`src/rtl/sfp_sqrt_seq.sv`:
```
// rtl/sfp_sqrt_seq.sv - iterative floor(sqrt) of a signed Q(IW.QW) value, one root bit per cycle
// Restoring digit-by-digit square root with a valid/ready handshake and one operation in flight.
module sfp_sqrt_seq #(
  parameter int IW = 16,
  parameter int QW = 16
) (
  input  logic              clk,
  input  logic              rst_n,
  input  logic              in_valid,
  output logic              in_ready,
  input  logic [IW+QW-1:0]  in_val,
  input  logic              in_clipping,
  output logic              out_valid,
  input  logic              out_ready,
  output logic [IW+QW-1:0]  out_val,
  output logic              out_neg,
  output logic              out_clipping
);

  localparam int W  = IW + QW;
  localparam int RW = IW + 2 * QW;
  localparam int N  = RW / 2;
  localparam int CW = $clog2(N + 1);

  if ((RW % 2) != 0) begin : g_bad_width
    $error("sfp_sqrt_seq: IW+2*QW must be even");
  end

  typedef enum logic [1:0] {IDLE, CALC, DONE} state_t;

  state_t          state_q, state_d;
  logic [RW-1:0]   rad_q, rad_d;
  logic [N+1:0]    rem_q, rem_d;
  logic [N-1:0]    root_q, root_d;
  logic [CW-1:0]   cnt_q, cnt_d;
  logic [W-1:0]    out_val_q, out_val_d;
  logic            out_neg_q, out_neg_d;
  logic            out_clip_q, out_clip_d;
  logic            out_valid_q, out_valid_d;

  logic [N+1:0]    rem_sh;
  logic [N+1:0]    trial;
  logic            fits;

  // The remainder never exceeds 2*root, so the bits shifted out of the top are always zero.
  assign rem_sh = (N+2)'({rem_q, rad_q[RW-1 -: 2]});
  assign trial  = {root_q, 2'b01};
  assign fits   = (rem_sh >= trial);

  always_comb begin
    state_d     = state_q;
    rad_d       = rad_q;
    rem_d       = rem_q;
    root_d      = root_q;
    cnt_d       = cnt_q;
    out_val_d   = out_val_q;
    out_neg_d   = out_neg_q;
    out_clip_d  = out_clip_q;
    out_valid_d = out_valid_q;
    case (state_q)
      IDLE: begin
        if (in_valid) begin
          out_clip_d = in_clipping;
          if (in_val[W-1]) begin
            out_val_d = '0;
            out_neg_d = 1'b1;
            state_d   = DONE;
          end else begin
            rad_d   = {in_val, {QW{1'b0}}};
            rem_d   = '0;
            root_d  = '0;
            cnt_d   = '0;
            state_d = CALC;
          end
        end
      end
      CALC: begin
        rad_d  = rad_q << 2;
        rem_d  = fits ? (rem_sh - trial) : rem_sh;
        root_d = N'({root_q, fits});
        cnt_d  = cnt_q + 1'b1;
        if (cnt_q == CW'(N - 1)) begin
          out_val_d   = {{(W-N){1'b0}}, root_d};
          out_neg_d   = 1'b0;
          out_valid_d = 1'b1;
          state_d     = DONE;
        end
      end
      DONE: begin
        // A negative operand arrives here with out_valid low; it rises one edge later.
        out_valid_d = 1'b1;
        if (out_valid_q && out_ready) begin
          out_valid_d = 1'b0;
          state_d     = IDLE;
        end
      end
      default: state_d = IDLE;
    endcase
  end

  always_ff @(posedge clk) begin
    if (!rst_n) begin
      state_q     <= IDLE;
      rad_q       <= '0;
      rem_q       <= '0;
      root_q      <= '0;
      cnt_q       <= '0;
      out_val_q   <= '0;
      out_neg_q   <= 1'b0;
      out_clip_q  <= 1'b0;
      out_valid_q <= 1'b0;
    end else begin
      state_q     <= state_d;
      rad_q       <= rad_d;
      rem_q       <= rem_d;
      root_q      <= root_d;
      cnt_q       <= cnt_d;
      out_val_q   <= out_val_d;
      out_neg_q   <= out_neg_d;
      out_clip_q  <= out_clip_d;
      out_valid_q <= out_valid_d;
    end
  end

  assign in_ready     = (state_q == IDLE);
  assign out_valid    = out_valid_q;
  assign out_val      = out_val_q;
  assign out_neg      = out_neg_q;
  assign out_clipping = out_clip_q;

endmodule

```
`config.mk`:
```
export PLATFORM = sky130hd
export DESIGN_NAME = sfp_sqrt_seq
export DESIGN_NICKNAME = d
export VERILOG_FILES = /design/src/rtl/sfp_sqrt_seq.sv
export SDC_FILE = /design/constraint.sdc
export NUM_CORES = 1
export LEC_CHECK = 0
export ABC_AREA = 0
export BUFFER_PORTS_ARGS = -buffer_cell sky130_fd_sc_hd__buf_2
export CORE_MARGIN = 4
export CORE_UTILIZATION = 35
export DETAILED_ROUTE_END_ITERATION = 6
export GPL_TIMING_DRIVEN = 0
export HOLD_SLACK_MARGIN = 0.05
export PLACE_DENSITY_LB_ADDON = 0.2
export SETUP_SLACK_MARGIN = 0.5
export SYNTH_ARGS = -nofsm -noshare
export SYNTH_HDL_FRONTEND = slang
export SYNTH_SLANG_ARGS = --single-unit
```
`constraint.sdc`:
```
create_clock -name clk -period 7.68 [get_ports clk]
set_clock_uncertainty 0.1 [all_clocks]
set_input_delay 0.768 -clock clk [delete_from_list [all_inputs] [get_ports clk]]
set_output_delay 0.768 -clock clk [all_outputs]
set_load 0.02 [all_outputs]
```
==> metrics.cfg, run 1 <==
[min_path]
hold_path.class=reg2reg
whs_path_depth=2

[grt]
antenna_found_initial=0
grt_overflow=0
first_global_vias=5215
groute.usage.overall=0.159
grt_pass1_wl_mm=25.4
grt_max_degree=17

[yosys]
avgSynthCellArea_um2=8.62
syn_inst=689
synth_top_flop_cell=dfxtp_1
synth_seq_cells=114
yosysMostFrequentCell=dfxtp_1
async_flop_share=0
synth-warning-count=0
ys_top_cells_by_area=dfxtp_1 (38%), a22oi_1 (6.4%), nand2_1 (6.2%)
syn-cell-area_um2=5940
ys_types=54
synthTopCellsByCount=dfxtp_1 (114), nand2_1 (98), nor2b_1 (57)
synth_edf_count=0
synth_top_cell_by_area=dfxtp_1
yosysTopAreaCellShare=0.384
yosysSeqAreaShare=0.384

[cts]
numCtsBuffers=17
cts_setup_buffers=0
clk_latency_ns=0.42
root_buffer=clkbuf_16
cts_sinks=114
cts_buffer_depth=2
htreeDepth=4
cts_tree=done
clkSlewWorstSetupHoldPaths_ns=0.06
holdBufCountCts=0
post_cts_resized=0

[placed_design]
gp_congestion=0.862
portBuffers=64
hpwl_mm=11.2

[power]
cell_internal_pwr_mw=1.82
p_switching_mw=1.06
clock_power_share=0.280
switching_share=0.369
pwr-share-seq=0.233
power_density_nw_per_um2=402
p_leak_nw=3.17
pwr-share-comb=0.487
peakVddDrop_v=0.000257

[timing]
whs_ns=0.354
rsz0062_at_grt=no
tightest_slew_ns=0.645
post-route-period-util=0.384
fin_crit_ns=2.95
fmax_mhz=339
finalHoldViolCount=0
drv_slew=0
finalSetupViolCount=0
slew_headroom=0.568
setup_tns_ns=0

[layout]
finish.net_count=843
area_growth_pct=20.6
antenna_cells=0
drive_gt1_frac=0.148

[worst_setup_path]
endpoint=rem_q[7]$_SDFFE_PN0P_
slowest_delay_ns=0.46
ff2ff_path_depth=12
worstReg2RegStart=root_q[0]$_SDFFE_PN0P_
path_max_fanout=10
cp.required_ns=7.86
cp-end-kind=register
critPathSlowestCell=a21oi_1
r2r_slack_ns=4.73
path_class=reg2reg
r2r-end=rem_q[7]$_SDFFE_PN0P_
cp-startpoint=root_q[0]$_SDFFE_PN0P_
crit_arrival_ns=3.13
path_cells=inv_1 -> ha_1 -> nor2b_1 -> o211ai_1 -> a21boi_1 -> o21bai_1 -> a21oi_1 -> o41ai_4 -> nand3_4 -> buf_6 -> mux2i_1 -> o21ai_1
start_kind=register

[route]
vias_per_cell=5.08
wl_mm=15.0
drt-initial-drc-count=264
drtPass1Iterations=5
vias=5140
ant_nets=0
route.detailed.drc=0
wl_per_cell_um=14.8

[die]
start_util=0.358
die_area_um2=19100
die_y_um=138
num_io_pins=73
fp-row-count=47
core-area_um2=16600
dieWidth_um=138

[job]
cap_violations=0

[outcome]
status=finished clean

-- worst max-delay path, delay by kind of cell, from the launching register on --
kind / cells / cell delay (ns)
and+or+nand+nor: 2 / 0.36
buffers and inverters: 2 / 0.28
AOI/OAI and AO/OA: 6 / 1.08
DFF: 1 / 0.38
muxes: 1 / 0.24
adders and majority gates: 1 / 0.37
-- logic make-up after synthesis --
kind of cell,after synthesis,share of synthesized area
xor gates and xnor gates,26,0.0383
buffers and inverters,84,0.0609
DFF,114,0.384
AOI/OAI and AO/OA,183,0.231
adders and majority gates,27,0.0569
muxes,21,0.0354
and+or+nand+nor,233,0.193
other,1,0.000631
-- state kept, by name (all words and copies together), names as in the netlist --
register      flops
root_q           24
out_clipping      1
rem_q            24
out_neg           1
cnt_q             5
state_q           2
out_valid         1
rad_q            32
out_val          24
-- layout make-up --
type / count / area (µm²)
repair buffers: 64 / 320
multi-input cells: 498 / 3320
flip-flops and latches: 114 / 2280
well taps: 220 / 275
fillers: 1650 / 9420
plain buffers: 53 / 245
clock buffers: 18 / 439
clock inverters: 14 / 163
inverters: 31 / 116
-- power groups by stage --
stage                     combinational (mW)  clock [mW]  sequential [mW]
after floorplan                         1.15           0            0.677
after global placement                  1.39           0            0.682
after detailed placement                1.40           0            0.683
after CTS                               1.41       0.821            0.672
after global routing                    1.55       0.847            0.678
final                                   1.40       0.806            0.672
-- cell usage in the layout (no fill, tap or decap), types with 3 or more instances in the layout --
master	Yosys	final
a21boi_0	4	4
a21o_1	10	10
a21oi_1	22	22
a22oi_1	51	51
a31oi_1	4	4
and2_1	4	4
and3_1	3	3
buf_1	4	4
buf_2	1	65
buf_4	8	8
bufinv_16	0	3
clkbuf_1	38	38
clkbuf_16	0	17
clkinv_2	0	6
clkinv_4	0	3
conb_1	1	8
dfxtp_1	114	114
ha_1	27	27
inv_1	31	31
mux2i_1	21	21
nand2_1	98	98
nand2b_1	3	3
nand3_1	37	37
nand4_1	6	6
nor2_1	13	13
nor2b_1	57	57
nor3_1	3	3
o211a_1	28	28
o211ai_1	3	3
o21a_1	8	8
o21ai_0	8	8
o21ai_1	24	24
o21bai_1	3	3
xnor2_1	15	15
xor2_1	11	11
-- worst min-delay path by stage --
stage / start / to / slack [ns]
after global placement: rem_q[23]$_SDFFE_PN0P_ / rem_q[23]$_SDFFE_PN0P_ / 0.34
after detailed placement: rem_q[23]$_SDFFE_PN0P_ / rem_q[23]$_SDFFE_PN0P_ / 0.35
after global routing: rem_q[0]$_SDFFE_PN0P_ / rem_q[0]$_SDFFE_PN0P_ / 0.39
after floorplan: rem_q[23]$_SDFFE_PN0P_ / rem_q[23]$_SDFFE_PN0P_ / 0.33
final: rem_q[23]$_SDFFE_PN0P_ / rem_q[23]$_SDFFE_PN0P_ / 0.35
after CTS: rem_q[23]$_SDFFE_PN0P_ / rem_q[23]$_SDFFE_PN0P_ / 0.36
-- layer usage --
layer  vias up  global-route usage  share of wire
li1       2601                   -              -
met5         -                   0              0
met3        20              0.0425          0.047
met4         0              0.0567          0.016
met2       107               0.273           0.48
met1      2412               0.193           0.45
-- per-stage QoR --
step                power [mW]   util  setup slack [ns]  cells  area [µm²]
global placement          2.08  0.396              4.75    980        6560
global route              3.08  0.432              4.47   1012        7170
detailed placement        2.09  0.396              4.70    980        6560
finish                    2.88  0.432              4.73   1012        7170
floorplan                 1.83      -              5.13    696        5970
CTS                       2.91  0.432              4.69   1012        7170
Power figures use the tool's default switching activity.
==> inputs of run 2 (changes only) <==
==> constraint.sdc (replaced) <==
create_clock -name clk -period 2.4 [get_ports clk]
set_clock_uncertainty 0.1 [all_clocks]
set_input_delay 0.24 -clock clk [delete_from_list [all_inputs] [get_ports clk]]
set_output_delay 0.24 -clock clk [all_outputs]
set_load 0.02 [all_outputs]
==> metrics.cfg, run 2 (synthesized netlist as in run 1, its figures left out) <==
[outcome]
status=finished with violations
violations=negative setup slack

[grt]
grt_max_degree=17
grt_pass1_wl_mm=26.2
met2_usage=0.280
first_global_vias=5271
busiest_layer=met2
antenna_found_initial=0
groute.usage.overall=0.164
gr-usage-met1=0.203
met3_usage=0.0456
grt_overflow=0

[cts]
cts_tree=done
clkSlewWorstSetupHoldPaths_ns=0.05
numCtsBuffers=17
cts_buffer_depth=2
htreeDepth=4
cts_sinks=114
clk_latency_ns=0.41
root_buffer=clkbuf_16

[timing]
rsz0062_at_grt=yes
fin_crit_ns=2.58
tightest_slew_ns=0.556
finalWorstSetupSlack_ns=-0.176
fmax_mhz=388
slew_headroom=0.630
setup_tns_ns=-3.32
post-route-period-util=1.07
drv_slew=0
finalSetupViolCount=26
finalHoldViolCount=0

[layout]
stdcell_count=1037
fillers=1621
largest_register_ffs=32
final_common_cell=nand2_1
drive_gt1_frac=0.263
finish.net_count=870
area_growth_pct=31.8
top_register=rad_q
antenna_cells=0
final_cell_mix=nand2_1 (98), dfxtp_1 (97), buf_2 (65)

[min_path]
hold_path_startpoint=out_ready
hold_path.class=in2reg
min_to=state_q[1]$_SDFFE_PN0P_
whs_path_depth=4

[worst_setup_path]
worstReg2RegStart=root_q[17]$_SDFFE_PN0P_
cp.required_ns=2.58
r2r-end=rem_q[18]$_SDFFE_PN0P_
r2r_slack_ns=-0.18
path_class=reg2reg
path_max_fanout=6
start_kind=register
cp-end-kind=register
ff2ff_path_depth=14
crit_arrival_ns=2.75

[route]
vias=5285
drtPass1Iterations=5
wl_mm=15.7
vias_per_cell=5.10
route.detailed.drc=0
drt-initial-drc-count=334
ant_nets=0
wl_per_cell_um=15.1

[placed_design]
gp_congestion=0.836
portBuffers=64
hpwl_mm=11.4
place_inst=980

[die]
start_util=0.358
die_area_um2=19100
fp-row-count=47
die_y_um=138
core-area_um2=16600
num_io_pins=73
dieWidth_um=138

[power]
peakVddDrop_v=0.000869
power_density_nw_per_um2=1420
p_leak_nw=3.44

[job]
cap_violations=0

==> run 2: cell types whose count changed in the layout (fill, tap and decap cells not counted), moves of 10 or more <==
| cell | before | now |
|---|---|---|
| dfxtp_2 | 0 | 14 |
| clkbuf_2 | 0 | 12 |
| buf_4 | 8 | 27 |
| ha_1 | 27 | 15 |
| clkbuf_1 | 38 | 23 |
| ha_4 | 0 | 10 |
| dfxtp_1 | 114 | 97 |
==> run 2: stage by stage <==
| stage | power, mW | setup slack [ns] | cell area (µm²) | hold WS, ns | util |
|---|---|---|---|---|---|
| final | 11.1 | -0.176 | 7830 | 0.0681 | 0.472 |
| after global routing | 11.8 | -0.273 | 7830 | 0.0680 | 0.472 |
| after CTS | 11.0 | -0.165 | 7750 | 0.0558 | 0.467 |
| after detailed placement | 7.01 | -0.440 | 6680 | 0.354 | 0.403 |
| after global placement | 6.99 | -0.404 | 6680 | 0.343 | 0.403 |
| after floorplan | 6.18 | -0.0586 | 6090 | 0.296 | - |
==> run 2: repair_timing <==
item / 4_1_cts / 5_1_grt
buffers inserted: 19 / 3
resized for setup: 57 / 31
endpoints found under the hold margin: 3 / 0
pin swaps: 17 / 2
hold buffers: 3 / 0
gates cloned: 2 / 0
endpoints found under the setup margin: 52 / 89
==> run 2: layout make-up <==
type / instances / area [µm²] / area share
Multi-Input combinational cell: 498 / 3630 / 0.464
Sequential cell: 114 / 2310 / 0.295
Timing Repair Buffer: 91 / 594 / 0.0759
Clock buffer: 21 / 480 / 0.0613
Buffer: 53 / 293 / 0.0374
Tap cell: 220 / 275 / 0.0351
Clock inverter: 9 / 130 / 0.0166
Inverter: 31 / 116 / 0.0149
==> run 2: worst max-delay path, cell delays in order (launching register included) <==
cell,delay (ns)
dfxtp_2,0.33
inv_2,0.04
ha_4,0.22
buf_6,0.11
a21o_1,0.14
a21o_1,0.18
buf_6,0.14
o311ai_4,0.29
a21oi_2,0.11
o41ai_4,0.07
nand3_4,0.12
buf_12,0.17
buf_12,0.14
mux2i_2,0.18
o21ai_1,0.08
==> run 2: routing by layer <==
layer	up-vias	wire, µm
met3	16	625
met1	2509	7140
li1	2649	-
met4	0	179
met2	111	7710
met5	-	0
==> run 2: where the power goes <==
part	internal [mW]	switching (mW)	total (mW)
Combinational	3.44	2.91	6.36
Sequential	2.05	0.131	2.18
Clock	1.73	0.868	2.59
Total	7.22	3.91	11.1
==> run 2: how the worst max path moves through the flow <==
| stage | start | end | cells past startpoint |
|---|---|---|---|
| after floorplan | root_q[5]$_SDFFE_PN0P_ | rem_q[5]$_SDFFE_PN0P_ | 12 |
| after CTS | root_q[17]$_SDFFE_PN0P_ | rem_q[1]$_SDFFE_PN0P_ | 14 |
| after global routing | root_q[0]$_SDFFE_PN0P_ | rem_q[1]$_SDFFE_PN0P_ | 13 |
| after global placement | root_q[13]$_SDFFE_PN0P_ | rem_q[18]$_SDFFE_PN0P_ | 12 |
| after detailed placement | root_q[13]$_SDFFE_PN0P_ | rem_q[11]$_SDFFE_PN0P_ | 12 |
| final | root_q[17]$_SDFFE_PN0P_ | rem_q[18]$_SDFFE_PN0P_ | 14 |
